$ cat src/rtl/mem_ctrl_pkg.sv
// Shared types and constants for the MAR/MDR memory-access controller.
package mem_ctrl_pkg;

    localparam int DEF_DATA_WIDTH   = 32;
    localparam int DEF_ADDR_WIDTH   = 8;
    localparam int RAM_READ_LATENCY = 1;

    typedef enum logic [2:0] {
        IDLE,
        RD_ISSUE,
        RD_CAPTURE,
        WR_ISSUE,
        DONE
    } state_t;

endpackage

$ cat src/rtl/mem_access_ctrl.sv
// MAR/MDR owner sequencing single-word reads and writes to the synchronous RAM.
// Every output is a flop; requests and loads are only honoured in IDLE.
module mem_access_ctrl
    import mem_ctrl_pkg::*;
#(
    parameter int DATA_WIDTH = DEF_DATA_WIDTH,
    parameter int ADDR_WIDTH = DEF_ADDR_WIDTH
) (
    input  logic                  clk,
    input  logic                  clear_n,
    input  logic [DATA_WIDTH-1:0] bus_in,
    input  logic                  mar_in,
    input  logic                  mdr_in,
    input  logic                  rd_req,
    input  logic                  wr_req,
    output logic [DATA_WIDTH-1:0] mdr_out,
    output logic                  busy,
    output logic                  done,
    output logic                  addr_err,
    output logic                  cmd_err,
    output logic [ADDR_WIDTH-1:0] ram_address,
    output logic [DATA_WIDTH-1:0] ram_data_in,
    output logic                  ram_write_enable,
    output logic                  ram_read_enable,
    input  logic [DATA_WIDTH-1:0] ram_data_out
);

    state_t                state;
    logic [DATA_WIDTH-1:0] mar;
    logic [DATA_WIDTH-1:0] mdr;
    logic [DATA_WIDTH-1:0] eff_mar;
    logic                  out_of_range;

    // A request issued together with a MAR load must see the new address.
    assign eff_mar      = mar_in ? bus_in : mar;
    assign out_of_range = |eff_mar[DATA_WIDTH-1:ADDR_WIDTH];

    assign mdr_out     = mdr;
    assign ram_data_in = mdr;

    // NOTE: non-blocking throughout so every register sees pre-edge values.
    always_ff @(posedge clk) begin
        if (!clear_n) begin
            state            <= IDLE;
            mar              <= '0;
            mdr              <= '0;
            busy             <= 1'b0;
            done             <= 1'b0;
            addr_err         <= 1'b0;
            cmd_err          <= 1'b0;
            ram_address      <= '0;
            ram_write_enable <= 1'b0;
            ram_read_enable  <= 1'b0;
        end else begin
            done             <= 1'b0;
            cmd_err          <= 1'b0;
            ram_write_enable <= 1'b0;
            ram_read_enable  <= 1'b0;
            unique case (state)
                IDLE: begin
                    if (mar_in) mar <= bus_in;
                    if (mdr_in) mdr <= bus_in;
                    if (rd_req && wr_req) begin
                        cmd_err <= 1'b1;
                    end else if (rd_req || wr_req) begin
                        busy <= 1'b1;
                        if (out_of_range) begin
                            state    <= DONE;
                            done     <= 1'b1;
                            addr_err <= 1'b1;
                        end else begin
                            addr_err    <= 1'b0;
                            ram_address <= eff_mar[ADDR_WIDTH-1:0];
                            if (rd_req) begin
                                state           <= RD_ISSUE;
                                ram_read_enable <= 1'b1;
                            end else begin
                                state            <= WR_ISSUE;
                                ram_write_enable <= 1'b1;
                            end
                        end
                    end
                end
                RD_ISSUE: state <= RD_CAPTURE;
                RD_CAPTURE: begin
                    // RAM data registered at the RD_ISSUE closing edge is valid now.
                    mdr   <= ram_data_out;
                    state <= DONE;
                    done  <= 1'b1;
                end
                WR_ISSUE: begin
                    state <= DONE;
                    done  <= 1'b1;
                end
                DONE: begin
                    state <= IDLE;
                    busy  <= 1'b0;
                end
                default: begin
                    state <= IDLE;
                    busy  <= 1'b0;
                end
            endcase
        end
    end

endmodule

$ cat config.mk
export PLATFORM = sky130hd
export DESIGN_NAME = mem_access_ctrl
export DESIGN_NICKNAME = d
export VERILOG_FILES = /design/src/rtl/mem_ctrl_pkg.sv /design/src/rtl/mem_access_ctrl.sv
export SDC_FILE = /design/constraint.sdc
export NUM_CORES = 1
export LEC_CHECK = 0
export ABC_AREA = 1
export CAP_MARGIN = 10
export CELL_PAD_IN_SITES_DETAIL_PLACEMENT = 2
export CELL_PAD_IN_SITES_GLOBAL_PLACEMENT = 2
export CORE_ASPECT_RATIO = 1.25
export CORE_MARGIN = 2
export CORE_UTILIZATION = 25
export DETAILED_ROUTE_END_ITERATION = 8
export GPL_ROUTABILITY_DRIVEN = 0
export PLACE_DENSITY = 0.89
export SLEW_MARGIN = 25
export SYNTH_ARGS = -nofsm -noshare
export SYNTH_HDL_FRONTEND = slang
export SYNTH_SLANG_ARGS = --single-unit
export TNS_END_PERCENT = 1
$ cat constraint.sdc
create_clock -name clk -period 3.5 [get_ports clk]
set_clock_uncertainty 0.1 [all_clocks]
set_input_delay 0.525 -clock clk [delete_from_list [all_inputs] [get_ports clk]]
set_output_delay 0.525 -clock clk [all_outputs]
set_load 0.05 [all_outputs]
==> results.json <==
{
  "clk_latency_ps": 350,
  "dieArea_um2": 17810,
  "drt_iter0_markers": 120,
  "crit_type": "primary input to register",
  "cap_viol_max_count": 0,
  "avgSynthCellArea_um2": 6.843,
  "grt_start_max_net_pins": 59,
  "period_share_pct": 73.98,
  "htree_levels": 3,
  "crit_fanout": 52,
  "top_layer": "met4",
  "grt_first_pass_wirelength_um": 25170,
  "worst_setup_path_end_kind": "register",
  "die_x_um": 119.8,
  "netlist_area_um2": 4188,
  "dp_cells": 913,
  "synth_sequential_area_ratio_pct": 38.72,
  "vias": 4239,
  "clock_path_buffers": 2,
  "cts_resized": 0,
  "wl_per_cell_um": 16.60,
  "coreArea_um2": 16330,
  "tightest_slew_ps": 886.9,
  "grt_overflow": 0,
  "fin_util_pct": 35.91,
  "fmax_mhz": 386.2,
  "cts.clk_slew.worst_paths_ps": 70,
  "post-route-drc-count": 0,
  "drt-met1-wl_um": 5992,
  "tritoncts": "done",
  "first_global_vias": 4858,
  "first_pass_iters": 4,
  "final_max_slew_viol_count": 0,
  "syn-num-nets": 684,
  "ioPinCount": 148,
  "viasPerCell": 4.563,
  "vdd_drop_max_uv": 161.6,
  "period_needed_ps": 2589,
  "finalSetupViolCount": 0,
  "syn_inst": 612,
  "final_nets": 780,
  "antenna_found_initial": 0,
  "yosys_warnings": 0,
  "cts_buffers": 9,
  "start_util_pct": 25.64,
  "core.rowCount": 52,
  "post-cts-setup-buffers": 0,
  "hold_viol_final": 0,
  "die_height_um": 148.7,
  "drive_gt1_share_pct": 5.470,
  "hpwl_um": 11450,
  "fillers": 1942,
  "port_buffers": 147,
  "diodes": 0,
  "crit_arrival_ps": 2770,
  "wl_met2_um": 8466,
  "powerDensity_nw_per_um2": 471.8,
  "cts_sinks": 81,
  "track_usage_pct": 18.01,
  "synth_seq_cells": 81,
  "status": "completed",
  "cts_hold_buf": 0,
  "maxSlewHeadroom_pct": 40.50,
  "area_growth_pct": 40.04,
  "clockRootBuffer": "clkbuf_16",
  "hp-class": "register to register",
  "wl_um": 15420,
  "setup.worst_path.start_class": "primary input",
  "rsz0062_at_grt": "no",
  "synth_cell_type_count": 29,
  "power_leakage_nw": 2.619,
  "wl_met3_um": 615,
  "setup_tns_ps": 0,
  "cp.required_ps": 3680,
  "drtAntennaViolNets": 0,
  "fin_cells": 929
}
synthesized netlist by cell type:
master	number	area (um2)
a21oi_2	1	8.760
nand2_2	2	12.51
inv_6	1	8.760
nand3_4	1	17.52
nand3_1	17	85.08
buf_1	7	26.28
nor2_2	5	31.28
buf_2	2	10.01
o211ai_1	24	180.2
nor2_1	41	153.9
clkbuf_1	16	60.06
buf_8	2	30.03
a211oi_1	24	180.2
dfxtp_1	81	1622
clkinv_1	1	3.750
a21oi_1	11	55.05
o21ai_1	7	35.03
buf_4	34	255.2
nand3_2	1	10.01
nand4_1	8	50.05
buf_6	6	67.56
ha_1	2	25.02
o211a_1	1	10.01
nor3_2	1	10.01
nand4_4	1	21.27
o21ai_0	23	115.1
inv_1	102	382.9
nor2_4	1	11.26
nand2_1	189	709.4
through the flow:
step	cell area, um2	power, mW	setup WS, ps	hold WS [ps]
floorplan	4188	1.443	1692	324.5
global placement	5512	1.632	731.4	334.1
detailed placement	5512	1.664	560.1	351.8
CTS	5864	2.803	885.3	359.7
global route	5864	2.891	598.3	377.2
finish	5864	2.767	910.6	357.1
area by class of cell:
type	count	area (um2)	area share [%]
clock buffers	10	239.0	4.075
flip-flops and latches	81	1622	27.65
clock inverters	6	113.9	1.942
multi-input cells	360	1725	29.42
well taps	216	270.3	4.608
repair buffers	152	1499	25.56
inverters	104	395.4	6.742
metal layers:
| metal | up-vias | global-route usage, % |
|---|---|---|
| li1 | 2047 | - |
| met1 | 2050 | 18.86 |
| met5 | - | 0 |
| met4 | 0 | 6.529 |
| met3 | 28 | 3.719 |
| met2 | 114 | 35.03 |
cells in the final DEF (no fill, tap or decap), types with 2 or more instances in the layout:
master           instances
a211oi_1                24
a21oi_1                 11
buf_2                    2
buf_4                    5
bufinv_16                3
clkbuf_16                9
clkdlybuf4s50_1        145
clkinv_1                 2
clkinvlp_4               2
dfxtp_1                 81
ha_1                     2
inv_1                  100
inv_6                    2
nand2_1                189
nand2_2                  2
nand3_1                 17
nand4_1                  8
nor2_1                  41
nor2_2                   5
o211ai_1                24
o21ai_0                 23
o21ai_1                  6
flip-flops by register name, summed over array words and instances, names as in the netlist:
name,count
mar,32
mdr_out,32
done,1
ram_address,8
addr_err,1
ram_read_enable,1
ram_write_enable,1
busy,1
state,3
cmd_err,1
worst paths after layout:
check / start / end / slack, ps / depth (start not counted)
setup reg to reg: state[0] / mdr_out[8] / 1140 / 8
hold reg to reg: mar[31] / mar[31] / 360 / 2
setup / recovery: mar_in / ram_address[3] / 910 / 9
hold / removal: mar[31] / mar[31] / 360 / 2
power by group:
part	leakage, nW	total, mW	switching, mW	internal (mW)
registers	0.667	1.02	0.0384	0.985
clock network	0.165	1.13	0.410	0.719
logic	1.79	0.615	0.393	0.222
total	2.62	2.77	0.841	1.93
logic make-up after synthesis:
family | after synthesis | share of synthesized area, %
AOI/OAI and AO/OA | 91 | 13.95
adders and majority gates | 2 | 0.5975
and+or+nand+nor | 267 | 26.56
buffers and inverters | 171 | 20.17
DFF | 81 | 38.72
worst max-delay path, stage by stage:
cell,delay [ps]
buf_2,670
o21ai_0,280
nor2_1,180
nand2_1,80
nor2_2,530
nand3_4,210
nand2_1,110
inv_1,40
nor2_1,110
Power figures use the tool's default switching activity.
